===== config.mk =====
export PLATFORM = sky130hd
export DESIGN_NAME = prog_ram
export DESIGN_NICKNAME = d
export VERILOG_FILES = /design/src/rtl/cpu15_pkg.sv /design/src/rtl/prog_ram_array.sv /design/src/rtl/prog_ram.sv
export SDC_FILE = /design/constraint.sdc
export NUM_CORES = 2
export LEC_CHECK = 0
export BUFFER_PORTS_ARGS = -buffer_cell sky130_fd_sc_hd__buf_2
export CAP_MARGIN = 20
export CORE_MARGIN = 10
export CORE_UTILIZATION = 50
export CTS_BUF_LIST = sky130_fd_sc_hd__clkbuf_2 sky130_fd_sc_hd__clkbuf_4 sky130_fd_sc_hd__clkbuf_8
export CTS_CLUSTER_DIAMETER = 60
export DETAILED_ROUTE_END_ITERATION = 10
export PLACE_DENSITY_LB_ADDON = 0.12
export SLEW_MARGIN = 10
export SYNTH_ARGS = -nofsm -noshare
export SYNTH_HDL_FRONTEND = slang
export SYNTH_SLANG_ARGS = --single-unit

===== constraint.sdc =====
create_clock -name CLK_FT -period 11.8 [get_ports CLK_FT]
set_clock_uncertainty 0.15 [all_clocks]
set_input_delay 3.54 -clock CLK_FT [delete_from_list [all_inputs] [get_ports CLK_FT]]
set_output_delay 3.54 -clock CLK_FT [all_outputs]
set_load 0.03 [all_outputs]

===== src/rtl/cpu15_pkg.sv =====
// Shared cpu15 definitions: program-memory FSM states, default widths and the NOP/fill word.
package cpu15_pkg;

    localparam int CPU15_WORD_W = 15;
    localparam int CPU15_ADDR_W = 8;

    localparam logic [CPU15_WORD_W-1:0] CPU15_NOP_WORD = '0;

    typedef enum logic [1:0] {
        ST_CLEAR = 2'd0,
        ST_LOAD  = 2'd1,
        ST_RUN   = 2'd2
    } prom_state_t;

endpackage


===== src/rtl/prog_ram_array.sv =====
// Single-port program storage: synchronous write, registered read, width set by DATA_W.
module prog_ram_array #(
    parameter int DATA_W = 16,
    parameter int ADDR_W = 8
) (
    input  logic              clk,
    input  logic              we,
    input  logic              re,
    input  logic [ADDR_W-1:0] addr,
    input  logic [DATA_W-1:0] wdata,
    output logic [DATA_W-1:0] rdata
);

    localparam int DEPTH = 1 << ADDR_W;

    logic [DATA_W-1:0] mem [DEPTH];
    logic [DATA_W-1:0] rdata_q;

    // No reset on the storage so it maps onto block RAM; the owner sweeps it clean.
    always_ff @(posedge clk) begin
        if (we) begin
            mem[addr] <= wdata;
        end
        if (re) begin
            rdata_q <= mem[addr];
        end
    end

    assign rdata = rdata_q;

endmodule


===== src/rtl/prog_ram.sv =====
// Loadable program memory for the cpu15 fetch stage: clear sweep, valid/ready loader, registered fetch.
// Defining PROM_PARITY_EN stores an even-parity bit per word and reports mismatches on PROM_ERR.
module prog_ram
    import cpu15_pkg::*;
#(
    parameter int                WORD_W    = CPU15_WORD_W,
    parameter int                ADDR_W    = CPU15_ADDR_W,
    parameter logic [WORD_W-1:0] FILL_WORD = CPU15_NOP_WORD
) (
    input  logic              CLK_FT,
    input  logic              RST_FT,
    input  logic              LD_START,
    input  logic              LD_VALID,
    input  logic [WORD_W-1:0] LD_DATA,
    input  logic              LD_LAST,
    output logic              LD_READY,
    output logic [ADDR_W:0]   LD_COUNT,
    input  logic [ADDR_W-1:0] P_COUNT,
    output logic [WORD_W-1:0] PROM_OUT,
    output logic              PROM_VALID,
    output logic              PROM_ERR
);

`ifdef PROM_PARITY_EN
    localparam int ARR_W = WORD_W + 1;
`else
    localparam int ARR_W = WORD_W;
`endif

    prom_state_t       state_q, state_d;
    logic [ADDR_W-1:0] wr_ptr_q, wr_ptr_d;
    logic [ADDR_W:0]   ld_count_q, ld_count_d;
    logic              ld_ready_q, ld_ready_d;
    logic              prom_valid_q, prom_valid_d;

    logic              mem_we;
    logic              mem_re;
    logic [ADDR_W-1:0] mem_addr;
    logic [WORD_W-1:0] word_wr;
    logic [ARR_W-1:0]  mem_wdata;
    logic [ARR_W-1:0]  mem_rdata;

    // wr_ptr doubles as the sweep address in CLEAR and the load address in LOAD.
    always_comb begin
        state_d    = state_q;
        wr_ptr_d   = wr_ptr_q;
        ld_count_d = ld_count_q;
        mem_we     = 1'b0;
        word_wr    = FILL_WORD;

        case (state_q)
            ST_CLEAR: begin
                mem_we   = 1'b1;
                wr_ptr_d = wr_ptr_q + ADDR_W'(1);
                if (&wr_ptr_q) begin
                    state_d = ST_LOAD;
                end
            end
            ST_LOAD: begin
                if (LD_VALID && ld_ready_q) begin
                    mem_we     = 1'b1;
                    word_wr    = LD_DATA;
                    wr_ptr_d   = wr_ptr_q + ADDR_W'(1);
                    ld_count_d = ld_count_q + (ADDR_W+1)'(1);
                    if (LD_LAST || (&wr_ptr_q)) begin
                        state_d = ST_RUN;
                    end
                end
            end
            ST_RUN: begin
                if (LD_START) begin
                    state_d    = ST_LOAD;
                    wr_ptr_d   = '0;
                    ld_count_d = '0;
                end
            end
            default: begin
                state_d = ST_CLEAR;
            end
        endcase

        ld_ready_d   = (state_d == ST_LOAD);
        // A fetch only counts when RUN is both the current and the next state.
        prom_valid_d = (state_q == ST_RUN) && (state_d == ST_RUN);
    end

    always_ff @(posedge CLK_FT) begin
        if (RST_FT) begin
            state_q      <= ST_CLEAR;
            wr_ptr_q     <= '0;
            ld_count_q   <= '0;
            ld_ready_q   <= 1'b0;
            prom_valid_q <= 1'b0;
        end else begin
            state_q      <= state_d;
            wr_ptr_q     <= wr_ptr_d;
            ld_count_q   <= ld_count_d;
            ld_ready_q   <= ld_ready_d;
            prom_valid_q <= prom_valid_d;
        end
    end

    assign mem_re   = (state_q == ST_RUN);
    assign mem_addr = (state_q == ST_RUN) ? P_COUNT : wr_ptr_q;

`ifdef PROM_PARITY_EN
    assign mem_wdata = {^word_wr, word_wr};
`else
    assign mem_wdata = word_wr;
`endif

    prog_ram_array #(
        .DATA_W (ARR_W),
        .ADDR_W (ADDR_W)
    ) u_array (
        .clk   (CLK_FT),
        .we    (mem_we && !RST_FT),
        .re    (mem_re),
        .addr  (mem_addr),
        .wdata (mem_wdata),
        .rdata (mem_rdata)
    );

    assign LD_READY   = ld_ready_q;
    assign LD_COUNT   = ld_count_q;
    assign PROM_VALID = prom_valid_q;
    assign PROM_OUT   = prom_valid_q ? mem_rdata[WORD_W-1:0] : FILL_WORD;

`ifdef PROM_PARITY_EN
    // Stored word plus its parity bit must XOR to zero; anything else is corruption.
    assign PROM_ERR = prom_valid_q && (^mem_rdata);
`else
    assign PROM_ERR = 1'b0;
`endif

endmodule

==> reports/summary.txt <==
result of the run -> finished with violations
failing checks -> max-slew violations
Cells after Synth -> 8144
Final setup violation count -> 0
Hold Violations, Final -> 0
Core ar. -> 285000 sq um
row cnt -> 196
CP Class -> input pin to flip-flop
H-tree levels -> 6
Vert. Die Dim -> 556 microns
top-area cell type share of the netlist area -> 0.807
Worst VDD drop -> 0.000113 V
Area contributors post-synth -> edfxtp_1 (81%), a22oi_1 (9.9%), a21oi_1 (3.4%)
M1 GR Usage -> 0.379
drt total wl -> 426000 microns
Leakage -> 47.4 nW
global placement routability congestion -> 0.844
CP required -> 12.56 ns
# DRC -> 0
Synth Register Bits -> 3876
vias in the first global route -> 80700
setup bufs post-CTS -> 0
nets@finish -> 8617
largest net degree at the start of global routing -> 227
slew margin rel. -> -0.0640
Core Util, Final -> 0.567
clock tree buffer depth -> 4
RSZ-0062 raised after global routing -> no
Hold-fix buffers, CTS -> 0
die area -> 309000 sq um
kind of end point of the critical path -> flip-flop
Vias/cell -> 6.48
Iter 0 DRT Violations -> 10500
max cap viols -> 0
vias after detailed routing -> 83600
TritonCTS Buffers -> 619
die width -> 556 microns
DR pass1 iterations -> 6
Synthesis Warnings -> 0
Slew @ Worst Pin -> 1.60 ns
Clock Latency Late Sink -> 1.23 ns
M2 GR Usage -> 0.411
post-DR wirelength/cell -> 33.0 microns
Area growth, synth to finish -> 12.9%
busiest grt layer -> met2
port bufs -> 53
initial antenna violation count -> 30
Synthesized Nets -> 8174
Clk pin slew, worst setup/hold paths -> 0.06 ns
filler instances -> 21900
Pwr per Cell Area -> 169 nW/um^2
CTS tree -> yes
Tmin final -> 7.76 ns
post-CTS sizing -> 0
period utilization -> 0.657
CP Data Arrival Time -> 8.52 ns
grt ovf -> 0
worst hold slack -> 0.361 ns
CTS Sinks -> 3876
Mapped Avg Cell Area -> 17.6 sq um
Total GRT Usage -> 0.265
Slew Viols, Final -> 50
Placement Setup Slack -> 3.10 ns
HP Class -> flip-flop to flip-flop
Fmax achieved -> 129 MHz
crit path max fanout -> 62
FF-to-FF setup slack -> 5.28 ns
post-synthesis cell area -> 143000 sq um
first-pass GRT wire length -> 601000 microns
Initial Util -> 0.503
share of post-route cells with drive strength above 1 -> 0.179
final total power -> 27.4 mW
Post-DP HPWL -> 228000 microns
post-synthesis cell type count -> 50
TNS Setup -> 0 ns
# IOs -> 55
Startpoint Class -> input pin
GRT met3 Usage -> 0.0483
sequential fraction of the synthesis area -> 0.810
worst setup margin -> 4.04 ns
root buf cell -> clkbuf_8
post-synth top area cell -> edfxtp_1
Post-DRT Antenna Nets -> 0
[metrics by stage]
step	area, sq um	cells
after detailed placement	150000	11700
final	162000	12900
after floorplan	143000	8144
after global routing	162000	12900
after global placement	149000	11700
after CTS	161000	12800
[cell families after synthesis]
| group | synth area share |
|---|---|
| adder cells (fa/ha/maj) | 0.000174 |
| AO/OA/AOI/OAI | 0.156 |
| multiplexers | 0.000375 |
| other | 0.0000262 |
| AND/OR/NAND/NOR | 0.0128 |
| flip-flops | 0.810 |
| XOR/XNOR | 0.000672 |
| buffers and inverters | 0.0199 |
[cells in the final DEF, fill, tap and decap left out, types with 16 or more instances in the layout]
cell      count
a22oi_1    1890
diode_2      99
buf_8        16
o41ai_1     190
clkbuf_8    624
a21oi_1     964
clkinv_1    137
nor2_2      105
buf_2        63
clkbuf_4    228
buf_12       43
clkinv_2     39
buf_4       306
edfxtp_1   3855
nand2_1      29
a22oi_2      30
dfxtp_1      21
nor2_1      178
o41ai_2      49
a41oi_1      54
[critical path: stages]
cell,delay [ns]
buf_2,0.13
nand3_1,0.11
o21a_4,0.81
buf_12,0.44
buf_4,0.50
a21oi_1,0.15
o41ai_1,1.10
a41oi_1,0.78
or4_1,0.79
[cell usage after synthesis, drive strengths merged]
cell type  number
edfxtp       3855
a22oi        1920
a21oi         964
clkbuf        358
nor2          283
buf           256
o41ai         240
a41oi          60
nand2          40
and2           30
dfxtp          21
or4            15
nand2b         11
inv             8
nand3           8
o21ai           6
xnor2           6
a31oi           5
mux2i           5
nor2b           5
o31ai           5
or3             5
xor2            5
nand3b          4
nand4           4
nor3b           4
o21a            4
and3            3
ha              2
o31a            2
a211o           1
a31o            1
and4            1
conb            1
nor3            1
nor4bb          1
o21bai          1
o22ai           1
or4b            1
or4bb           1
[flip-flops by register name (all words and copies together) (netlist names)]
register and flops:
PROM_VALID 1, u_array.mem 3840, wr_ptr_q 8, LD_COUNT 9, LD_READY 1, state_q 2
u_array.rdata 15
[where the power goes]
| group | internal [mW] | switching, mW | total (mW) | leakage (nW) |
|---|---|---|---|---|
| Sequential | 14.9 | 0.00450 | 14.9 | 32.5 |
| Combinational | 0.461 | 1.01 | 1.47 | 8.63 |
| Clock | 5.72 | 5.29 | 11.0 | 6.21 |
| Total | 21.1 | 6.31 | 27.4 | 47.4 |
[worst paths after layout]
check               from           endpoint  cells after the start
min          LD_COUNT[7]        LD_COUNT[7]                      2
min reg2reg  LD_COUNT[7]        LD_COUNT[7]                      2
max reg2reg   state_q[0]  u_array.rdata[12]                     10
max           P_COUNT[3]  u_array.rdata[12]                      9
[metal layers]
metal / wire length [microns] / vias up / part of all wire
met1: 172000 / 43300 / 0.40
li1: - / 35100 / -
met4: 16200 / 6 / 0.038
met3: 38800 / 725 / 0.091
met2: 200000 / 4492 / 0.47
met5: 41 / - / 0.000096
[area by class of cell]
type,count,area (sq um),share of cell area
tap,3762,4710,0.0291
timing repair buffer,436,3850,0.0238
clock inverter,232,1410,0.00872
multi-input combinational,3646,25100,0.155
inverter,8,37.5,0.000232
sequential,3876,116000,0.718
clock buffer,852,10300,0.0636
antenna,99,248,0.00153
(Power assumes the default switching activity.)
